--- src/rtl/ni_packetizer_if.sv ---
// Core-side request/payload handshakes and router-side flit/credit signals
// of the NoC injection packetizer.
interface ni_packetizer_if #(
  parameter int DATA_WIDTH = 32,
  parameter int ADDR_WIDTH = 4,
  parameter int LEN_WIDTH  = 4
);
  logic [ADDR_WIDTH-1:0] cur_addr;
  logic                  req_valid;
  logic                  req_ready;
  logic [ADDR_WIDTH-1:0] req_dst;
  logic [LEN_WIDTH-1:0]  req_len;
  logic                  pay_valid;
  logic                  pay_ready;
  logic [DATA_WIDTH-4:0] pay_data;
  logic                  credit_in;
  logic                  flit_valid;
  logic [DATA_WIDTH-1:0] flit_out;
  logic                  busy;
  logic                  credit_err;

  modport slave (
    input  cur_addr, req_valid, req_dst, req_len, pay_valid, pay_data, credit_in,
    output req_ready, pay_ready, flit_valid, flit_out, busy, credit_err
  );

  modport master (
    output cur_addr, req_valid, req_dst, req_len, pay_valid, pay_data, credit_in,
    input  req_ready, pay_ready, flit_valid, flit_out, busy, credit_err
  );
endinterface

--- src/rtl/ni_packetizer.sv ---
// NoC injection packetizer: turns a request plus payload words into
// header/body/tail flits, gated by credits from the router's local FIFO.
module ni_packetizer #(
  parameter int DATA_WIDTH = 32,
  parameter int ADDR_WIDTH = 4,
  parameter int LEN_WIDTH  = 4,
  parameter int CREDIT_MAX = 4
) (
  input logic            clk,
  input logic            rst,
  ni_packetizer_if.slave io
);
  localparam int PAY_W  = DATA_WIDTH - 3;
  localparam int CRED_W = $clog2(CREDIT_MAX + 1);
  localparam logic [2:0] ID_HDR  = 3'b001;
  localparam logic [2:0] ID_BODY = 3'b010;
  localparam logic [2:0] ID_TAIL = 3'b100;

  typedef enum logic [1:0] {IDLE, HDR, PAY} state_t;

  state_t                state_q, state_d;
  logic [ADDR_WIDTH-1:0] dst_q, dst_d;
  logic [LEN_WIDTH-1:0]  len_q, len_d;
  logic [LEN_WIDTH-1:0]  remaining_q, remaining_d;
  logic [CRED_W-1:0]     credits_q, credits_d;
  logic                  credit_err_q, credit_err_d;
  logic                  flit_valid_q, flit_valid_d;
  logic [DATA_WIDTH-1:0] flit_q, flit_d;
  logic                  has_credit;
  logic                  emit;
  logic                  req_ready;
  logic                  pay_ready;

  function automatic logic [DATA_WIDTH-1:0] make_header(
    input logic [ADDR_WIDTH-1:0] dst,
    input logic [ADDR_WIDTH-1:0] src,
    input logic [LEN_WIDTH-1:0]  len
  );
    logic [DATA_WIDTH-1:0] h;
    h = '0;
    h[DATA_WIDTH-1 -: 3]                         = ID_HDR;
    h[DATA_WIDTH-4 -: ADDR_WIDTH]                = dst;
    h[DATA_WIDTH-4-ADDR_WIDTH -: ADDR_WIDTH]     = src;
    h[DATA_WIDTH-4-2*ADDR_WIDTH -: LEN_WIDTH]    = len;
    return h;
  endfunction

  function automatic logic [DATA_WIDTH-1:0] make_payload(
    input logic [2:0]       id,
    input logic [PAY_W-1:0] data
  );
    return {id, data};
  endfunction

  // Credits are judged on the registered count only, so a credit arriving
  // this cycle enables an emission from the next cycle onward.
  assign has_credit = (credits_q != '0);

  always_comb begin
    state_d      = state_q;
    dst_d        = dst_q;
    len_d        = len_q;
    remaining_d  = remaining_q;
    flit_d       = flit_q;
    emit         = 1'b0;
    req_ready    = 1'b0;
    pay_ready    = 1'b0;

    case (state_q)
      IDLE: begin
        req_ready = 1'b1;
        if (io.req_valid) begin
          dst_d   = io.req_dst;
          len_d   = (io.req_len == '0) ? LEN_WIDTH'(1) : io.req_len;
          state_d = HDR;
        end
      end
      HDR: begin
        if (has_credit) begin
          emit        = 1'b1;
          flit_d      = make_header(dst_q, io.cur_addr, len_q);
          remaining_d = len_q;
          state_d     = PAY;
        end
      end
      PAY: begin
        pay_ready = has_credit;
        if (io.pay_valid && has_credit) begin
          emit        = 1'b1;
          remaining_d = remaining_q - LEN_WIDTH'(1);
          if (remaining_q > LEN_WIDTH'(1)) begin
            flit_d = make_payload(ID_BODY, io.pay_data);
          end else begin
            flit_d  = make_payload(ID_TAIL, io.pay_data);
            state_d = IDLE;
          end
        end
      end
      default: state_d = IDLE;
    endcase

    flit_valid_d = emit;
  end

  always_comb begin
    credits_d    = credits_q;
    credit_err_d = credit_err_q;
    case ({emit, io.credit_in})
      2'b10: credits_d = credits_q - CRED_W'(1);
      2'b01: begin
        if (credits_q == CRED_W'(CREDIT_MAX)) begin
          credit_err_d = 1'b1;
        end else begin
          credits_d = credits_q + CRED_W'(1);
        end
      end
      default: credits_d = credits_q;
    endcase
  end

  always_ff @(posedge clk or posedge rst) begin
    if (rst) begin
      state_q      <= IDLE;
      dst_q        <= '0;
      len_q        <= '0;
      remaining_q  <= '0;
      credits_q    <= CRED_W'(CREDIT_MAX);
      credit_err_q <= 1'b0;
      flit_valid_q <= 1'b0;
      flit_q       <= '0;
    end else begin
      state_q      <= state_d;
      dst_q        <= dst_d;
      len_q        <= len_d;
      remaining_q  <= remaining_d;
      credits_q    <= credits_d;
      credit_err_q <= credit_err_d;
      flit_valid_q <= flit_valid_d;
      flit_q       <= flit_d;
    end
  end

  assign io.req_ready  = req_ready;
  assign io.pay_ready  = pay_ready;
  assign io.flit_valid = flit_valid_q;
  assign io.flit_out   = flit_q;
  assign io.busy       = (state_q != IDLE);
  assign io.credit_err = credit_err_q;
endmodule

--- src/flat_wrapper.sv ---
// flat-port wrapper written by rule: the top's interface ports become plain ports
module ni_packetizer_flat 
#(
  parameter int DATA_WIDTH = 32,
  parameter int ADDR_WIDTH = 4,
  parameter int LEN_WIDTH  = 4,
  parameter int CREDIT_MAX = 4
)
  (clk, rst, io_cur_addr, io_req_valid, io_req_dst, io_req_len, io_pay_valid, io_pay_data, io_credit_in, io_req_ready, io_pay_ready, io_flit_valid, io_flit_out, io_busy, io_credit_err);
  ni_packetizer_if #(.DATA_WIDTH(DATA_WIDTH), .ADDR_WIDTH(ADDR_WIDTH), .LEN_WIDTH(LEN_WIDTH)) io_i ();
  input logic clk;
  input logic rst;
  input wire logic [$bits(io_i.cur_addr)-1:0] io_cur_addr;
  input wire logic [$bits(io_i.req_valid)-1:0] io_req_valid;
  input wire logic [$bits(io_i.req_dst)-1:0] io_req_dst;
  input wire logic [$bits(io_i.req_len)-1:0] io_req_len;
  input wire logic [$bits(io_i.pay_valid)-1:0] io_pay_valid;
  input wire logic [$bits(io_i.pay_data)-1:0] io_pay_data;
  input wire logic [$bits(io_i.credit_in)-1:0] io_credit_in;
  output wire logic [$bits(io_i.req_ready)-1:0] io_req_ready;
  output wire logic [$bits(io_i.pay_ready)-1:0] io_pay_ready;
  output wire logic [$bits(io_i.flit_valid)-1:0] io_flit_valid;
  output wire logic [$bits(io_i.flit_out)-1:0] io_flit_out;
  output wire logic [$bits(io_i.busy)-1:0] io_busy;
  output wire logic [$bits(io_i.credit_err)-1:0] io_credit_err;
  assign io_i.cur_addr = io_cur_addr;
  assign io_i.req_valid = io_req_valid;
  assign io_i.req_dst = io_req_dst;
  assign io_i.req_len = io_req_len;
  assign io_i.pay_valid = io_pay_valid;
  assign io_i.pay_data = io_pay_data;
  assign io_i.credit_in = io_credit_in;
  assign io_req_ready = io_i.req_ready;
  assign io_pay_ready = io_i.pay_ready;
  assign io_flit_valid = io_i.flit_valid;
  assign io_flit_out = io_i.flit_out;
  assign io_busy = io_i.busy;
  assign io_credit_err = io_i.credit_err;
  ni_packetizer #(.DATA_WIDTH(DATA_WIDTH), .ADDR_WIDTH(ADDR_WIDTH), .LEN_WIDTH(LEN_WIDTH), .CREDIT_MAX(CREDIT_MAX)) u_core (.clk(clk), .rst(rst), .io(io_i));
endmodule
--- config.mk ---
export PLATFORM = sky130hd
export DESIGN_NAME = ni_packetizer_flat
export DESIGN_NICKNAME = d
export VERILOG_FILES = /design/src/rtl/ni_packetizer_if.sv /design/src/rtl/ni_packetizer.sv /design/src/flat_wrapper.sv
export SDC_FILE = /design/constraint.sdc
export NUM_CORES = 1
export LEC_CHECK = 0
export BUFFER_PORTS_ARGS = -buffer_cell sky130_fd_sc_hd__buf_2
export CAP_MARGIN = 20
export CORE_ASPECT_RATIO = 2
export CORE_UTILIZATION = 40
export CTS_CLUSTER_SIZE = 16
export DETAILED_ROUTE_END_ITERATION = 8
export MAX_ROUTING_LAYER = met4
export PLACE_DENSITY_LB_ADDON = 0.1
export SYNTH_ARGS = -nofsm -noshare
export SYNTH_HDL_FRONTEND = slang
export SYNTH_SLANG_ARGS = --single-unit
--- constraint.sdc ---
create_clock -name clk -period 7 [get_ports clk]
set_clock_uncertainty 0.2 [all_clocks]
set_input_delay 0.35 -clock clk [delete_from_list [all_inputs] [get_ports clk]]
set_output_delay 0.35 -clock clk [all_outputs]
set_load 0.1 [all_outputs]
# Word level (Yosys, flattened, before mapping)
# Cells that the tools add are included.
dict set report classes {
  add_sub_neg 3
  magnitude_cmp 1
  n_eq_ne 10
  n_mux 20
  reduce_logical 12
}
# cell count
set ops {}
lappend ops {{$mux 32} 3}
lappend ops {{$pmux 32 s2} 1}
lappend ops {{$mux 4} 3}
lappend ops {{$mux 2} 4}
lappend ops {{$pmux 4 s2} 1}
lappend ops {{$ne 2x2->1 const B} 3}
lappend ops {{$pmux 2 s3} 1}
lappend ops {{$pmux 3 s2} 1}
lappend ops {{$reduce_and 2->1} 3}
lappend ops {{$reduce_bool 2->1} 3}
lappend ops {{$eq 2x1->1 const B} 2}
lappend ops {{$eq 2x2->1 const B} 2}
lappend ops {{$gt 4x1->1 const B} 1}
lappend ops {{$logic_not 4->1} 1}
lappend ops {{$mux 1} 4}
lappend ops {{$ne 2x1->1 const B} 2}
lappend ops {{$reduce_and 4->1} 1}
lappend ops {{$sub 4x1->4 const B} 1}
lappend ops {{$add 3x1->3 const B} 1}
lappend ops {{$eq 3x3->1 const B} 1}
lappend ops {{$mux 3} 1}
lappend ops {{$reduce_and 3->1} 1}
lappend ops {{$reduce_bool 3->1} 1}
lappend ops {{$sub 3x1->3 const B} 1}
lappend ops {{3 further kinds} 3}
dict set report word_totals {
  reg_bits 51
  in_bits 46
  output_inout_bits 37
  elab_cells 54
}

# Longest topological paths before layout
# Gate-level depths: netlist of run 1.
dict set report depth {
  ltp_word 7
  ltp_mapped 10
  mapped_depth_nobuf 9
}

# Worst setup path before layout of run 1
# OpenSTA, ideal clock, no wires.
dict set report synth_path {
  kind {reg2out}
  from {reg u_core.state_q[0]}
  to {out io_pay_ready}
  arrival_time_ps 2642
  t_required_ps 6450
  path_slack_ps 3808
  stages_incl_launch_ff 7
  n_path_buf 3
  path_cell_list {dfrtp_1 inv_1 ha_1 buf_6 buf_2 clkbuf_1 nor2b_1}
}
dict set report synth_via {
  elab_chain_len 2
}
# item line_no
set synth_rtl {}
lappend synth_rtl {{start: declaration} ni_packetizer.sv:21} ;# state_t state_q, state_d;
lappend synth_rtl {{start signal: assignment} ni_packetizer.sv:132} ;# state_q <= state_d;
lappend synth_rtl {{$eq 2x2->1} ni_packetizer.sv:69} ;# case (state_q)
lappend synth_rtl {{$mux 1} ni_packetizer.sv:69}
lappend synth_rtl {{end: declaration} flat_wrapper.sv:21} ;# output wire logic [$bits(io_i.pay_ready)-1:0] io_pay_ready;
# No other way between the ends.

# Final worst setup path of run 1
dict set report layout_path {
  from {reg u_core.state_q[0]}
  to {reg u_core.credits_q[1]}
}
dict set report layout_via {
  word_cells_on_any_way 9
  classes_between {eq/ne (5); mux (2); reduce/logical (2)}
}
# item line_no
set layout_lines {}
lappend layout_lines {{$eq 2x2->1 / $eq 2x1->1 (equally long branches)} ni_packetizer.sv:69}
lappend layout_lines {{$pmux 1 s2 (*)} ni_packetizer.sv:69}
lappend layout_lines {{$eq 2x1->1 / $eq 2x2->1 (equally long branches)} ni_packetizer.sv:108} ;# case ({emit, io.credit_in})
lappend layout_lines {{$pmux 3 s2 (*)} ni_packetizer.sv:108}
lappend layout_lines {{via u_core.credits_d[1]} ni_packetizer.sv:25} ;# logic [CRED_W-1:0] credits_q, credits_d;
lappend layout_lines {{end signal: assignment} ni_packetizer.sv:127} ;# credits_q <= CRED_W'(CREDIT_MAX);
lappend layout_lines {{end signal: assignment} ni_packetizer.sv:136} ;# credits_q <= credits_d;
lappend layout_lines {{end: declaration} ni_packetizer.sv:25}
# The timed path passes the listed nets; every way through them passes the cells marked *.
# A chain may end at the register's enable or synchronous reset.

==> results.rst, run 1 <==
.. list-table::
   :header-rows: 1

   * - Metric
     - Value
   * - Share of the clock period used by the worst path after layout
     - a little over two fifths
   * - Kind of end point of the critical path
     - flip-flop
   * - Achievable Freq
     - around 330 MHz
   * - Overflow after GRT
     - 0
   * - Die outline width
     - ~57 um
   * - Number of nets still failing antenna checks after routing
     - 0
   * - Share of synthesized area occupied by flip-flops and latches
     - 52.8%
   * - Unrepaired setup endpoints after global routing
     - false
   * - Routed wire per std cell
     - roughly 13 um
   * - Routability Congestion
     - ~0.75
   * - Signed area change from the synthesized netlist to the final layout
     - 25.3%
   * - Largest net degree at the start of global routing
     - 73
   * - Cell Rows
     - 39
   * - Detailed-route vias per instance
     - between 5 and 6
   * - Clock sinks
     - 51
   * - Number of ports placed on the die boundary
     - 83
   * - Final hold slack
     - 89.7 ps
   * - Slew Limit Headroom
     - a little under two fifths
   * - Total area of multi-input combinational cells
     - 1010 um2
   * - Clock tree from TritonCTS
     - yes
   * - CTS buffer count
     - 5
   * - Run status
     - finished with violations
   * - Standard cell core area
     - 5760 um2
   * - Final-report max-slew violation count
     - 0
   * - Fraction of final layout cells with drive strength greater than 1
     - about 34%
   * - Cell type with the highest aggregate area in the netlist
     - sky130_fd_sc_hd__dfrtp_1
   * - Vias in the first global route
     - ~1,900
   * - Synthesized netlist net count
     - 295
   * - Reg-to-reg slack, setup
     - approximately 4000 ps
   * - Commonest cells after routing, fill and taps aside
     - sky130_fd_sc_hd__buf_2, sky130_fd_sc_hd__nand2_1, sky130_fd_sc_hd__dfrtp_1
   * - Initial antenna violation count
     - 0
   * - R2R cell count
     - 9
   * - Antenna Cells
     - 0
   * - Yosys warning total
     - 0
   * - Worst-Margin Slew
     - ~950 ps
   * - Die boundary height
     - ~110 um
   * - FILL cells
     - 569
   * - Mean instance size in the synthesized netlist
     - about 10 um2
   * - Cell area after layout
     - 3030 um2
   * - Category of the most critical setup path
     - reg -> reg
   * - Max-Cap Viols
     - 0
   * - HPWL after DPL
     - about 3.6 mm
   * - Largest cells by area after synthesis
     - sky130_fd_sc_hd__dfrtp_1, sky130_fd_sc_hd__nand2_1, sky130_fd_sc_hd__o21ai_0
   * - First-pass GRT wire length
     - about 8.2 mm
   * - Critical register-to-register path startpoint
     - u_core.state_q[0]
   * - Type of element launching the critical path
     - flip-flop
   * - Crit path max fanout
     - 46
   * - Violated checks
     - DRC
   * - Hold Startpoint
     - io_req_dst[2]
   * - Arrival time reported for the critical path endpoint
     - approximately 3000 ps
   * - Placed inst area
     - approximately 2800 um2
   * - Clock slew at the register clock pins of the worst setup and hold paths
     - 70 ps
   * - Yosys top cell area share
     - about 52%
   * - Hold violation count in the final report
     - 0
   * - Path class of the lowest-slack min-delay path
     - in -> reg
   * - Endpoint with the worst hold slack
     - u_core.dst_q[2]
   * - Count of distinct cell types in the synthesized netlist
     - 37
   * - Die outline area
     - 6380 um2
   * - Post-synthesis instance total
     - 242
   * - Worst hold stages
     - 2
   * - Post-route minimum period
     - 3040 ps
   * - Number of nets in the final layout
     - 373
   * - Total Wirelength
     - 4.92 mm
   * - Endpoint of the lowest-slack register-to-register path
     - u_core.credits_q[1]
   * - Cell area after synthesis
     - 2420 um2
   * - Most common cell after layout, fill and taps aside
     - sky130_fd_sc_hd__buf_2
   * - Htree depth
     - 2
   * - # Post-CTS Setup Buffers
     - 0
   * - Initial Util
     - between 40 and 50%
   * - Number of DRC violations after detailed routing
     - 10
   * - Via Count
     - around 1,900
   * - Root buf cell
     - sky130_fd_sc_hd__clkbuf_16
   * - Max Root-Sink Buffers
     - 2
   * - Total negative setup slack
     - 0 ps
   * - FF+latch count, synth
     - 51
   * - Register Area
     - roughly 1300 um2
   * - Insertion delay of the later-clocked pin in the worst-skew pair
     - roughly 290 ps
   * - Setup-violating endpoint count in the final report
     - 0
   * - Overall fraction of global-route tracks in use
     - about 17%
   * - Required time worst endpoint
     - roughly 7000 ps
   * - Detailed-routing iteration count for the pre-antenna-repair pass
     - 6
   * - Port Buf Inserts
     - 82
   * - Number of design-rule violations left by the first detailed-router iteration
     - 80
## stage by stage
stage          util, %  worst slack [ps]  cells
3_3_place_gp      48.8              3990    371
5_1_grt           52.7              3680    382
2_1_floorplan        -              3810    242
6_report          52.7              3960    382
4_1_cts           52.3              3890    381
3_5_place_dp      49.2              3910    372
## cell usage after synthesis, drive strengths merged
cell type and count:
nand2 56, dfrtp 50, o21ai 38, mux2i 11
buf 10, a21oi 9, inv 9, mux2 8
nor2 7, ha 6, clkbuf 4, nor3 4
o22a 4, a31oi 3, nor2b 3, a21o 2
o211ai 2, o31ai 2, or2 2, a211o 1
a311oi 1, a31o 1, and2 1, and4 1
dfstp 1, fa 1, nor4 1, o221ai 1
or3 1, xnor2 1, xor2 1
## sequential cells by signal, summed over array words and instances, names as in the netlist
signal,cells
u_core.io.flit_out,32
u_core.len_q,4
u_core.dst_q,4
u_core.io.flit_valid,1
u_core.credits_q,3
u_core.remaining_q,4
u_core.io.credit_err,1
u_core.state_q,2
## cell families (layout without fill, tap and decap cells)
group | count (synthesis) | after routing | share of synthesized area (%)
AO/OA/AOI/OAI | 64 | 64 | 15.6
buffers and inverters | 23 | 102 | 5.38
AND/OR/NAND/NOR | 76 | 76 | 13.2
XOR/XNOR | 2 | 2 | 0.724
multiplexers | 19 | 19 | 8.28
adder cells (fa/ha/maj) | 7 | 7 | 3.93
flip-flops | 51 | 51 | 52.8
## per-layer routing
layer,vias up,wire length (um),GRT usage [%]
met4,0,98,7.32
li1,978,-,-
met1,890,1950,18.6
met2,45,2660,29.9
met3,6,207,2.44
met5,-,0,-
## worst max-delay path, cell delays in order (launching register included)
cell,delay (ps)
sky130_fd_sc_hd__dfrtp_1,410
sky130_fd_sc_hd__inv_1,100
sky130_fd_sc_hd__ha_2,820
sky130_fd_sc_hd__a21o_1,280
sky130_fd_sc_hd__nand2_1,80
sky130_fd_sc_hd__o21ai_0,200
sky130_fd_sc_hd__fa_1,470
sky130_fd_sc_hd__o21ai_0,100
sky130_fd_sc_hd__a311oi_1,70
sky130_fd_sc_hd__o22a_1,190
## how the worst max path moves through the flow
stage	startpoint	to	slack (ps)	cells past startpoint
after floorplan	u_core.state_q[0]	io_pay_ready	3810	6
after global placement	u_core.state_q[0]	u_core.remaining_q[2]	3990	6
after detailed placement	u_core.state_q[0]	u_core.remaining_q[2]	3910	6
after CTS	u_core.state_q[0]	u_core.io.flit_out[21]	3890	5
after global routing	u_core.state_q[0]	u_core.credits_q[1]	3680	9
final	u_core.state_q[0]	u_core.credits_q[1]	3960	9
## layout make-up
cell class	instances	area share, %
inverter	9	1.11
clock buffer	5	4.13
sequential	51	42.1
timing repair buffer	85	15.2
tap	61	2.52
clock inverter	3	1.44
multi-input combinational	168	33.5
## what timing repair did
item,CTS,global route
gates resized for setup,0,0
endpoints found under the hold margin,23,0
hold buffers,1,0
Power of run 1 is not shown: default switching activity piles up to over one toggle a cycle in this logic, so the estimate is an artifact.
==> run 2: changes to the inputs <==
==> constraint.sdc (replaced) <==
create_clock -name clk -period 2.5 [get_ports clk]
set_clock_uncertainty 0.2 [all_clocks]
set_input_delay 0.125 -clock clk [delete_from_list [all_inputs] [get_ports clk]]
set_output_delay 0.125 -clock clk [all_outputs]
set_load 0.1 [all_outputs]
==> run 2 against run 1 <==
The flow still finishes with violations (DRC); final cell count up 12%; clock-buffer cell count unchanged; setup slack worse by 3800 ps; non-clock buffer count grew 47; design area grew 15%; routed wire length is 15% higher; critical path depth is 2 lower; hold slack lost 52 ps; global-route usage up 2.3 points; die area unchanged.
==> results.rst, run 2 (synthesis gave the netlist of run 1 again) <==
.. list-table::
   :header-rows: 1

   * - Metric
     - Value
   * - Initial antenna violation count
     - 0
   * - Die outline width
     - about 57 um
   * - Overall fraction of global-route tracks in use
     - around a fifth
   * - Kind of end point of the critical path
     - flip-flop
   * - Fraction of final layout cells with drive strength greater than 1
     - a little under a third
   * - Setup-violating endpoint count in the final report
     - 0
   * - Routed wire per std cell
     - 13.1 um
   * - Final-report max-slew violation count
     - 0
   * - Commonest cells after routing, fill and taps aside
     - sky130_fd_sc_hd__buf_2, sky130_fd_sc_hd__nand2_1, sky130_fd_sc_hd__dfrtp_1
   * - Number of design-rule violations left by the first detailed-router iteration
     - ~140
   * - Die outline area
     - 6380 um2
   * - Antenna Cells
     - 0
   * - Share of the clock period used by the worst path after layout
     - between 90% and 100%
   * - Detailed-routing iteration count for the pre-antenna-repair pass
     - 6
   * - Max Root-Sink Buffers
     - 2
   * - Worst path buffer plus inverter count
     - 4
   * - Arrival time reported for the critical path endpoint
     - between 2000 and 2500 ps
   * - Die boundary height
     - between 100 and 150 um
   * - Clock slew at the register clock pins of the worst setup and hold paths
     - 70 ps
   * - Final hold slack
     - approximately 38 ps
   * - Number of DRC violations after detailed routing
     - 10
   * - CTS buffer count
     - 5
   * - Post-route minimum period
     - 2370 ps
   * - Clock tree from TritonCTS
     - yes
   * - Count of cell instances traversed by the critical path
     - 7
   * - Number of nets in the final layout
     - between 400 and 500
   * - Flip-flop count of the largest register, all copies and words added
     - 32
   * - Run status
     - finished with violations
   * - Cell family with most CP delay
     - buffers and inverters
   * - Hold violation count in the final report
     - 0
   * - First-pass GRT wire length
     - about 9.3 mm
   * - R2R cell count
     - 7
   * - Type of element launching the critical path
     - flip-flop
   * - Required time worst endpoint
     - around 2500 ps
   * - Htree depth
     - 2
   * - Category of the most critical setup path
     - reg -> reg
   * - Standard cell core area
     - between 5000 and 6000 um2
   * - Signed area change from the synthesized netlist to the final layout
     - 43.9%
   * - Clock sinks
     - a little over 50
   * - HPWL after DPL
     - roughly 3.5 mm
   * - Crit path max fanout
     - 34
   * - Violated checks
     - DRC
   * - Routability Congestion
     - about 0.82
   * - Largest stage delay, worst path
     - around 600 ps
   * - Unrepaired setup endpoints after global routing
     - false
   * - Number of nets still failing antenna checks after routing
     - 0
   * - Number of ports placed on the die boundary
     - 83
   * - Met1 Routed Length
     - about 2.4 mm
   * - Met2 layer wire length in the routed design
     - between 2 and 3 mm
   * - Most common cell after layout, fill and taps aside
     - sky130_fd_sc_hd__buf_2
   * - Largest net degree at the start of global routing
     - between 70 and 80
   * - Initial Util
     - between 40% and 50%
   * - Via Count
     - between 2,000 and 2,500
   * - Root buf cell
     - sky130_fd_sc_hd__clkbuf_16
   * - Max-Cap Viols
     - 0
   * - Worst-Margin Slew
     - 649 ps
   * - Cell Rows
     - 39
   * - Total Wirelength
     - 5.64 mm
   * - Ordered cell list for the critical path
     - inv_1, ha_2, buf_4, buf_8, mux2i_1, dlygate4sd3_1, o21ai_0
   * - Detailed-route vias per instance
     - just under 5
   * - Slowest-stage cell, CP
     - sky130_fd_sc_hd__dlygate4sd3_1
   * - Max layer used
     - met4
   * - Path class of the lowest-slack min-delay path
     - in -> reg
   * - Total length of routed met3 wires
     - slightly above 200 um
   * - Vias in the first global route
     - between 2,000 and 2,500
   * - Port Buf Inserts
     - 82
   * - Slew Limit Headroom
     - a little under three fifths
   * - Insertion delay of the later-clocked pin in the worst-skew pair
     - between 200 and 300 ps
   * - Worst hold stages
     - 3
   * - Overflow after GRT
     - 0
   * - FILL cells
     - 520
   * - Achievable Freq
     - 422 MHz
-- run 2: metrics by stage --
| step | area (um2) | util (%) | std cells | setup WS (ps) | setup TNS, ps |
|---|---|---|---|---|---|
| final | 3480 | 60.4 | 429 | 130 | 0 |
| after detailed placement | 2890 | 50.2 | 377 | 162 | 0 |
| after CTS | 3460 | 60.2 | 428 | 46.9 | 0 |
| after floorplan | 2420 | - | 242 | -63.9 | -63.9 |
| after global placement | 2890 | 50.2 | 377 | 228 | 0 |
| after global routing | 3480 | 60.4 | 429 | 29.9 | 0 |
-- run 2: routing by layer --
layer | vias to the layer above | track usage [%]
met5 | - | -
met4 | 0 | 7.15
met3 | 9 | 2.79
met2 | 56 | 32.2
met1 | 969 | 23.2
li1 | 1074 | -
-- run 2: area by class of cell --
class | count | area [um2] | share of cell area [%]
clock buffer | 5 | 125 | 3.60
clock inverter | 3 | 18.8 | 0.539
tap | 61 | 76.3 | 2.19
inverter | 9 | 33.8 | 0.971
sequential | 51 | 1280 | 36.7
timing repair buffer | 132 | 928 | 26.7
multi-input combinational | 168 | 1020 | 29.3
-- run 2: timing repair --
item,CTS,global route
setup endpoints to repair,0,4
hold buffers,43,0
hold endpoints to repair,88,0
setup buffers,0,1
resized for setup,0,2
-- run 2: final timing paths --
path	from	to	slack (ps)
max	u_core.state_q[0]	u_core.io.flit_out[21]	130
min	io_credit_in	u_core.credits_q[2]	40
max in group asynchronous	rst	u_core.state_q[1]	1300
min in group asynchronous	rst	u_core.credits_q[1]	360
min reg2reg	u_core.io.flit_out[13]	u_core.io.flit_out[13]	270
max reg2reg	u_core.state_q[0]	u_core.io.flit_out[21]	130
-- run 2: tightest hold or removal path, delay by kind of cell --
kind / cells / cell delay, ps
AOI/OAI and AO/OA: 2 / 210
buffers and inverters: 1 / 160
Power of run 2 is left out for the same reason.
